--- src/rtl/i2c_slave_bit_pkg.sv ---
// i2c_pkg: bit-level command/event codes shared with the master bit block, plus target FSM states
package i2c_pkg;
  typedef enum logic [2:0] {
    BIT_NONE   = 3'b000,
    BIT_START  = 3'b010,
    BIT_STOP   = 3'b011,
    BIT_DATA_0 = 3'b100,
    BIT_DATA_1 = 3'b101,
    BIT_ACK    = 3'b110,
    BIT_NACK   = 3'b111
  } bit_code_t;
  typedef enum logic [2:0] {
    S_IDLE,
    S_WAIT_LOW,
    S_DRIVE,
    S_HIGH,
    S_DONE
  } state_t;
endpackage

--- src/rtl/i2c_slave_bit_if.sv ---
// i2c_slave_bit_if: raw bus lines, drive request/handshake and event report of the target bit block
interface i2c_slave_bit_if;
  logic       scl_in;
  logic       sda_in;
  logic       go;
  logic [2:0] command;
  logic       finish;
  logic       sda_oe;
  logic       event_valid;
  logic [2:0] event_code;
  modport master (output scl_in, sda_in, go, command, input finish, sda_oe, event_valid, event_code);
  modport slave (input scl_in, sda_in, go, command, output finish, sda_oe, event_valid, event_code);
endinterface

--- src/rtl/i2c_input_filter.sv ---
// i2c_input_filter: 2-flop synchronizer followed by a stable-count glitch filter
module i2c_input_filter #(
  parameter int FILTER_LEN = 2
) (
  input  logic clock,
  input  logic reset_n,
  input  logic raw,
  output logic line,
  output logic line_next
);
  logic [1:0] sync;
  logic [3:0] count;
  logic       differ;
  assign differ    = sync[1] != line;
  assign line_next = (differ && count == 4'(FILTER_LEN - 1)) ? sync[1] : line;
  // Filtered line follows the synchronized one only after a persistent difference
  always_ff @(posedge clock or negedge reset_n)
    if (!reset_n) begin
      sync  <= 2'b11;
      count <= '0;
      line  <= 1'b1;
    end else begin
      sync  <= {sync[0], raw};
      count <= (differ && line_next == line) ? count + 4'd1 : '0;
      line  <= line_next;
    end
endmodule

--- src/rtl/i2c_slave_bit.sv ---
// i2c_slave_bit: target-side bit responder reporting START/STOP/data and driving one bit on request
module i2c_slave_bit
  import i2c_pkg::*;
#(
  parameter int FILTER_LEN = 2
) (
  input logic           clock,
  input logic           reset_n,
  i2c_slave_bit_if.slave bus
);
  logic   scl, sda, scl_nx, sda_nx;
  logic   start_q, stop_q, rise_q, fall_q, cond_seen, data_bit, pull;
  logic   scl_rise_nx, scl_fall_nx, start_nx, stop_nx, cond, data_ev;
  state_t state;
  i2c_input_filter #(.FILTER_LEN(FILTER_LEN)) u_scl (
    .clock(clock), .reset_n(reset_n), .raw(bus.scl_in), .line(scl), .line_next(scl_nx)
  );
  i2c_input_filter #(.FILTER_LEN(FILTER_LEN)) u_sda (
    .clock(clock), .reset_n(reset_n), .raw(bus.sda_in), .line(sda), .line_next(sda_nx)
  );
  assign scl_rise_nx = !scl && scl_nx;
  assign scl_fall_nx = scl && !scl_nx;
  assign start_nx    = scl && scl_nx && sda && !sda_nx;
  assign stop_nx     = scl && scl_nx && !sda && sda_nx;
  assign cond        = start_q || stop_q;
  assign data_ev     = fall_q && !cond_seen;
  // Edge strobes lag the filtered edge by one cycle; events are registered from them.
  // cond_seen resets high so an SCL fall right after a reset is not reported as a bit.
  always_ff @(posedge clock or negedge reset_n)
    if (!reset_n) begin
      start_q        <= 1'b0;
      stop_q         <= 1'b0;
      rise_q         <= 1'b0;
      fall_q         <= 1'b0;
      cond_seen      <= 1'b1;
      data_bit       <= 1'b0;
      bus.event_valid <= 1'b0;
      bus.event_code  <= BIT_NONE;
    end else begin
      start_q        <= start_nx;
      stop_q         <= stop_nx;
      rise_q         <= scl_rise_nx;
      fall_q         <= scl_fall_nx;
      cond_seen      <= cond || (cond_seen && !rise_q);
      data_bit       <= rise_q ? sda : data_bit;
      bus.event_valid <= cond || data_ev;
      bus.event_code  <= start_q ? BIT_START : stop_q ? BIT_STOP :
                         data_ev ? (data_bit ? BIT_DATA_1 : BIT_DATA_0) : bus.event_code;
    end
  // Drive FSM reacts to SCL edges on the cycle the filtered line changes; a bus condition aborts it
  always_ff @(posedge clock or negedge reset_n)
    if (!reset_n) begin
      state      <= S_IDLE;
      pull       <= 1'b0;
      bus.sda_oe <= 1'b0;
      bus.finish <= 1'b0;
    end else if (state != S_IDLE && cond) begin
      state      <= S_IDLE;
      bus.sda_oe <= 1'b0;
      bus.finish <= 1'b0;
    end else begin
      case (state)
        S_IDLE: begin
          bus.sda_oe <= 1'b0;
          bus.finish <= 1'b0;
          if (bus.go && !bus.finish && bus.command[2]) begin
            pull  <= !bus.command[0];
            state <= S_WAIT_LOW;
          end
        end
        S_WAIT_LOW:
          if (!scl) begin
            bus.sda_oe <= pull;
            state      <= S_DRIVE;
          end
        S_DRIVE:
          if (scl_rise_nx) state <= S_HIGH;
        S_HIGH:
          if (scl_fall_nx) begin
            bus.sda_oe <= 1'b0;
            bus.finish <= 1'b1;
            state      <= S_DONE;
          end
        default: begin
          bus.finish <= 1'b0;
          state      <= S_IDLE;
        end
      endcase
    end
endmodule

--- src/flat_wrapper.sv ---
// flat-port wrapper written by rule: the top's interface ports become plain ports
module i2c_slave_bit_flat import i2c_pkg::*;
#(
  parameter int FILTER_LEN = 2
)
  (clock, reset_n, bus_scl_in, bus_sda_in, bus_go, bus_command, bus_finish, bus_sda_oe, bus_event_valid, bus_event_code);
  i2c_slave_bit_if bus_i ();
  input logic clock;
  input logic reset_n;
  input wire logic [$bits(bus_i.scl_in)-1:0] bus_scl_in;
  input wire logic [$bits(bus_i.sda_in)-1:0] bus_sda_in;
  input wire logic [$bits(bus_i.go)-1:0] bus_go;
  input wire logic [$bits(bus_i.command)-1:0] bus_command;
  output wire logic [$bits(bus_i.finish)-1:0] bus_finish;
  output wire logic [$bits(bus_i.sda_oe)-1:0] bus_sda_oe;
  output wire logic [$bits(bus_i.event_valid)-1:0] bus_event_valid;
  output wire logic [$bits(bus_i.event_code)-1:0] bus_event_code;
  assign bus_i.scl_in = bus_scl_in;
  assign bus_i.sda_in = bus_sda_in;
  assign bus_i.go = bus_go;
  assign bus_i.command = bus_command;
  assign bus_finish = bus_i.finish;
  assign bus_sda_oe = bus_i.sda_oe;
  assign bus_event_valid = bus_i.event_valid;
  assign bus_event_code = bus_i.event_code;
  i2c_slave_bit #(.FILTER_LEN(FILTER_LEN)) u_core (.clock(clock), .reset_n(reset_n), .bus(bus_i));
endmodule
--- config.mk ---
export PLATFORM = sky130hd
export DESIGN_NAME = i2c_slave_bit_flat
export DESIGN_NICKNAME = d
export VERILOG_FILES = /design/src/rtl/i2c_slave_bit_pkg.sv /design/src/rtl/i2c_slave_bit_if.sv /design/src/rtl/i2c_input_filter.sv /design/src/rtl/i2c_slave_bit.sv /design/src/flat_wrapper.sv
export SDC_FILE = /design/constraint.sdc
export NUM_CORES = 1
export LEC_CHECK = 0
export ABC_CLOCK_PERIOD_IN_PS = 3060
export CORE_UTILIZATION = 50
export CTS_CLUSTER_DIAMETER = 100
export DETAILED_ROUTE_END_ITERATION = 16
export GPL_ROUTABILITY_DRIVEN = 0
export PLACE_DENSITY_LB_ADDON = 0.2
export SETUP_SLACK_MARGIN = 0.1
export SLEW_MARGIN = 20
export SYNTH_ARGS = -nofsm -noshare
export SYNTH_HDL_FRONTEND = slang
export SYNTH_SLANG_ARGS = --single-unit
--- constraint.sdc ---
create_clock -name clock -period 3.06 [get_ports clock]
set_clock_uncertainty 0.2 [all_clocks]
set_input_delay 0.612 -clock clock [delete_from_list [all_inputs] [get_ports clock]]
set_output_delay 0.612 -clock clock [all_outputs]
set_load 0.01 [all_outputs]
==> results.md, run 1 <==
* Diodes inserted at 0
* Drt via density at ~5.2
* Synth Cell Area at 1240 sq um
* Worst-case reg-to-reg path depth at 8
* Highest metal used: met4
* Met3 routed WL at 76 um
* Top Ports at 14
* Die Y-Extent at 51.9 um
* Largest net degree at the start of global routing at 31
* Worst R2R Setup Slack at 920 ps
* Hold depth at 0
* CP Launch Type: register
* Die area at 2690 sq um
* Leakage at 0.000682 uW
* WL met2 at just under 900 um
* Clock-pin slew on the worst setup and hold paths at 100 ps
* Pins Over Slew Limit at 0
* Fin worst setup slack at between 900 and 1000 ps
* Routed Antenna Nets at 0
* Pre-Repair DR Iteration Count at 4
* PnR Total Power at 1290 uW
* Clk buf depth at 2
* TritonCTS clock tree: done
* GRT Residual Overflow at 0
* Layout cells sized above 1 at 0.148
* Gate Count Post-Synth at 102
* # Post-CTS Setup Buffers at 0
* Actual slew at the worst max-slew pin at 370 ps
* Reg-to-Reg Start: u_core.u_scl.count[1]$_DFF_PN0_
* First-pass GRT wire length at roughly 3.2 mm
* Fin util at 0.642
* Core ar. at 2280 sq um
* Starting density of the core at 0.547
* Post-CTS resize count at 0
* Post-place setup slack at a little over 900 ps
* Setup crit end kind: register
* F_max at ~0.47 GHz
* Area delta synth->final at 17.4%
* Power per cell area at 883 nW/um^2
* Worst hold-check path type: register to register
* Commonest non-fill, non-tap cell in the layout: dfrtp_1
* Metal1 wirelength at 851 um
* Number of max-cap violations at 0
* Starting DRC count in detailed routing at 4
* Synth cell types at 29
* Final setup fails at 0
* CP max FO at 4
* Fin crit period at 2140 ps
* PortBufs at 12
* Final nets at 136
* Worst slew margin relative to its limit at 0.753
* RSZ-0062 raised after global routing: no
* Commonest non-fill, non-tap cells in the layout: dfrtp_1, clkdlybuf4s50_1, nor2_1, inv_1
* Vias in the first global route at ~770
* Final hold violation count at 0
* Avg WL per Cell at 12.2 um
* Outcome: completed
* DRC at 0
* Syn_nets at 117
* Hold path start: u_core.u_scl.sync[0]$_DFF_PN1_
* TNS Setup at 0 ps
* Crit Path Class: register to register
* Initial antenna violation count at 0
* Synthesis-stage register bit count at 30
* Ys Warns at 0
* Cts hold-fix bufs at 0
* Worst Hold End: u_core.u_scl.sync[1]$_DFF_PN1_
* Worst path required time at 3060 ps
* Worst-skew pair later-pin latency at 310 ps
* Die Wd at 51.9 um
* Row count at 17
* Via count at 782
* H-tree levels at 2
* Final wirelength at 1.82 mm
* CTS Root Cell: clkbuf_4
* Global router's overall resource usage at 0.169
* VDD IR max at roughly 0.54 mV
* # clock sinks at 30
* Placed wire-length estimate at 1.32 mm
* R2r endpoint: u_core.bus.finish$_DFFE_PN0P_
* Sequential area share after synthesis at 0.610
* Crit path DAT at between 2000 and 2500 ps
* Period utilisation layout at 0.699
* CTS Buf Count at 5
* Syn Area/Cell at 12.2 sq um
==> routing by layer <==
| layer | vias to the layer above | GRT usage |
|---|---|---|
| li1 | 383 | - |
| met1 | 383 | 0.198 |
| met2 | 14 | 0.263 |
| met3 | 2 | 0.0614 |
| met4 | 0 | 0.0991 |
| met5 | - | 0 |
==> final cells by class <==
type                            instances  area (sq um)
Fill cell                             179           815
Sequential cell                        30           759
Multi-Input combinational cell         63           450
Timing Repair Buffer                   13           128
Clock buffer                            8          58.8
Tap cell                               28          35.0
Inverter                                8          30.0
==> report_power, final <==
group          leakage, uW  internal (uW)  switching (uW)
clock network    0.0000326            113             122
registers         0.000371            535             109
logic             0.000279            217             194
total             0.000682            865             425
==> cell usage after synthesis <==
cell type,n,share of area
dfrtp_1,23,0.46
nor2_1,10,0.030
inv_1,8,0.024
dfstp_2,7,0.15
ha_1,7,0.070
nand2_1,7,0.021
nor3b_1,4,0.024
xor2_1,4,0.028
mux2_2,3,0.027
nand3_1,3,0.012
a21boi_0,2,0.012
a21oi_1,2,0.0080
mux2i_1,2,0.016
nand2b_1,2,0.010
nor4_1,2,0.010
o21ai_0,2,0.0080
xnor2_1,2,0.014
a2111oi_1,1,0.0080
a211oi_1,1,0.0060
a21boi_1,1,0.0060
a21o_1,1,0.0060
a311oi_1,1,0.0070
a31oi_1,1,0.0050
and4bb_1,1,0.010
buf_2,1,0.0040
nand4b_1,1,0.0070
nor2_2,1,0.0050
o211ai_1,1,0.0060
o21ai_1,1,0.0040
==> worst max path at each step <==
stage          slack (ps)                            end                            start
2_1_floorplan        1130  u_core.bus.finish$_DFFE_PN0P_  u_core.u_scl.count[1]$_DFF_PN0_
3_3_place_gp          980  u_core.bus.finish$_DFFE_PN0P_  u_core.u_scl.count[1]$_DFF_PN0_
3_5_place_dp          920  u_core.bus.finish$_DFFE_PN0P_  u_core.u_scl.count[1]$_DFF_PN0_
4_1_cts               910  u_core.bus.finish$_DFFE_PN0P_  u_core.u_scl.count[1]$_DFF_PN0_
5_1_grt               640  u_core.bus.finish$_DFFE_PN0P_  u_core.u_scl.count[1]$_DFF_PN0_
6_report              920  u_core.bus.finish$_DFFE_PN0P_  u_core.u_scl.count[1]$_DFF_PN0_
==> stage by stage <==
step           instances  cell area (sq um)  hold slack, ps
2_1_floorplan        102               1240             116
3_3_place_gp         142               1400             147
3_5_place_dp         142               1400             150
4_1_cts              150               1460             162
5_1_grt              150               1460             163
6_report             150               1460             161
==> registers in the layout, summed over array words and instances (netlist names) <==
register,cells
u_core.u_scl.count,4
u_core.u_sda.count,4
u_core.bus.event_code,3
u_core.state,3
u_core.u_scl.sync,2
u_core.u_sda.sync,2
u_core.bus.event_valid,1
u_core.bus.finish,1
u_core.bus.sda_oe,1
u_core.cond_seen,1
u_core.data_bit,1
u_core.fall_q,1
u_core.pull,1
u_core.rise_q,1
u_core.start_q,1
u_core.stop_q,1
u_core.u_scl.line,1
u_core.u_sda.line,1
==> cell families (layout without fill, tap and decap cells) <==
logic type      Yosys count  after routing  share of synthesized area
simple gates             31             31                      0.130
flops                    30             30                      0.610
compound gates           14             14                     0.0764
buf+inv                   9             29                     0.0281
fa+ha+maj                 7              7                     0.0703
xor+xnor                  6              6                     0.0422
mux                       5              5                     0.0432
==> worst max-delay path, stage by stage (launching register included) <==
cell and delay [ps]:
dfrtp_1 400, inv_1 60, ha_1 120, nor3b_1 320
nor2_1 100, a21oi_1 140, ha_1 220, nand3_1 110
a2111oi_1 360
(Power assumes the default switching activity.)
==> run 2: changes to the inputs <==
--- a/config.mk
+++ b/config.mk
@@ -5,7 +5,7 @@
 export SDC_FILE = /design/constraint.sdc
 export NUM_CORES = 1
 export LEC_CHECK = 0
-export ABC_CLOCK_PERIOD_IN_PS = 3060
+export ABC_CLOCK_PERIOD_IN_PS = 2100
 export CORE_UTILIZATION = 50
 export CTS_CLUSTER_DIAMETER = 100
 export DETAILED_ROUTE_END_ITERATION = 16
==> constraint.sdc (replaced) <==
create_clock -name clock -period 2.1 [get_ports clock]
set_clock_uncertainty 0.2 [all_clocks]
set_input_delay 0.42 -clock clock [delete_from_list [all_inputs] [get_ports clock]]
set_output_delay 0.42 -clock clock [all_outputs]
set_load 0.01 [all_outputs]
==> run 2 against run 1 <==
Compared with the run above:
- via count up 2.6%
- total power up 52%
- wire length up 7.6%
- sequential power up 45%
==> results.md, run 2 (synthesized netlist as in run 1, its figures left out) <==
* Crit Path Class: register to register
* Top Ports at 14
* Drt via density at about 5.2
* Worst-skew pair later-pin latency at 320 ps
* Largest registers: u_core.u_scl.count x4, u_core.u_sda.count x4
* Largest net degree at the start of global routing at 31
* Diodes inserted at 0
* Core ar. at 2280 sq um
* DRC at 0
* CTS Root Cell: clkbuf_4
* Fillers at 167
* Starting DRC count in detailed routing at 7
* First-pass GRT wire length at approximately 3.4 mm
* Commonest non-fill, non-tap cells in the layout: dfrtp_1, clkdlybuf4s50_1, nor2_1, inv_1
* Crit path DAT at 1970 ps
* CP Launch Type: register
* Die area at around 2700 sq um
* Outcome: completed
* Worst slew margin relative to its limit at 0.719
* GRT Residual Overflow at 0
* Register area at 759 sq um
* H-tree levels at 2
* Row count at 17
* F_max at 0.514 GHz
* Global router's overall resource usage at 0.186
* Die Wd at 51.9 um
* Period utilisation layout at 0.927
* Starting density of the core at 0.547
* Clock-pin slew on the worst setup and hold paths at around 90 ps
* Commonest non-fill, non-tap cell in the layout: dfrtp_1
* Die Y-Extent at 51.9 um
* Final setup fails at 0
* Power per cell area at 1300 nW/um^2
* Fin crit period at 1950 ps
* TritonCTS clock tree: done
* Pre-Repair DR Iteration Count at 4
* Final nets at 139
* Placed wire-length estimate at 1.34 mm
* Clk buf depth at 2
* Worst R2R Setup Slack at 150 ps
* Number of max-cap violations at 0
* Via count at 802
* Multi-input gate area at between 400 and 500 sq um
* Initial antenna violation count at 0
* Area delta synth->final at 21.1%
* Routed Antenna Nets at 0
* RSZ-0062 raised after global routing: yes
* VDD IR max at ~0.78 mV
* TNS Setup at 0 ps
* Actual slew at the worst max-slew pin at approximately 420 ps
* Setup crit end kind: register
* Pins Over Slew Limit at 0
* Leakage at between 0.0007 and 0.0008 uW
* CP max FO at 4
* PortBufs at 12
* Vias in the first global route at 800
* Layout cells sized above 1 at 0.208
* # clock sinks at 30
* Worst hold-check path type: register to register
* Worst path required time at 2130 ps
* Cts hold-fix bufs at 0
* Final hold violation count at 0
* WHS at 161 ps
* Avg WL per Cell at between 10 and 15 um
* Final wirelength at approximately 2.0 mm
* CTS Buf Count at 5
## run 2: cell types whose count changed in the layout (fill, tap and decap cells not counted), sizes merged
cell | previous run | this run
buf | 1 | 4
clkbuf | 8 | 7
clkinv | 0 | 1
## run 2: layout make-up
cell class | instances | area share
clock buffers | 7 | 0.0365
clock inverters | 1 | 0.00332
inverters | 8 | 0.0199
multi-input cells | 63 | 0.314
flip-flops and latches | 30 | 0.504
well taps | 28 | 0.0232
repair buffers | 16 | 0.0996
## run 2: through the flow
step           setup WS [ps]  instance area, sq um  power, uW  instances   util
6_report                 153                  1510       1960        153  0.662
5_1_grt                 45.0                  1510       2120        153  0.662
4_1_cts                  105                  1490       1950        152  0.653
3_5_place_dp           -9.96                  1420       1580        144  0.623
3_3_place_gp            55.4                  1420       1540        144  0.623
2_1_floorplan            172                  1240       1330        102      -
## run 2: routing by layer
metal  part of all wire  track usage  vias up  routed length, um
met5                  0            0        -                  0
met4              0.017        0.122        0                 34
met3              0.047       0.0789        4                 92
met2               0.49        0.295       15                963
met1               0.44        0.200      391                872
li1                   -            -      392                  -
## run 2: critical path, stage by stage, from the launching register on
cell and delay (ps):
dfrtp_1 390, ha_1 200, nor3b_4 150, buf_4 140
a21oi_2 130, ha_2 210, nand3_1 110, a2111oi_2 310
## run 2: timing repair
action,CTS,global route
pin swaps,0,2
resized for setup,2,4
endpoints found under the setup margin,4,6
endpoints found under the hold margin,0,0
setup buffers,0,1
## run 2: worst paths after layout
| kind | start | endpoint | cells past startpoint |
|---|---|---|---|
| hold / removal | u_core.u_scl.sync[0]$_DFF_PN1_ | u_core.u_scl.sync[1]$_DFF_PN1_ | 0 |
| hold reg to reg | u_core.u_scl.sync[0]$_DFF_PN1_ | u_core.u_scl.sync[1]$_DFF_PN1_ | 0 |
| setup reg to reg | u_core.u_scl.count[0]$_DFF_PN0_ | u_core.bus.finish$_DFFE_PN0P_ | 7 |
| max in group asynchronous | reset_n | u_core.u_sda.sync[0]$_DFF_PN1_ | 2 |
| min in group asynchronous | reset_n | u_core.bus.event_valid$_DFF_PN0_ | 2 |
| setup / recovery | u_core.u_scl.count[0]$_DFF_PN0_ | u_core.bus.finish$_DFFE_PN0P_ | 7 |
## run 2: report_power, final
group | internal, uW | switching [uW]
sequential | 779 | 154
clock | 162 | 191
combinational | 364 | 308
total | 1300 | 653
==> run 3: changes to the inputs <==
--- a/config.mk
+++ b/config.mk
@@ -6,6 +6,7 @@
 export NUM_CORES = 1
 export LEC_CHECK = 0
 export ABC_CLOCK_PERIOD_IN_PS = 2100
+export CAP_MARGIN = 40
 export CORE_UTILIZATION = 50
 export CTS_CLUSTER_DIAMETER = 100
 export DETAILED_ROUTE_END_ITERATION = 16
==> results of run 3 <==
The final DEF is identical to that of run 2; final timing and power are the same.
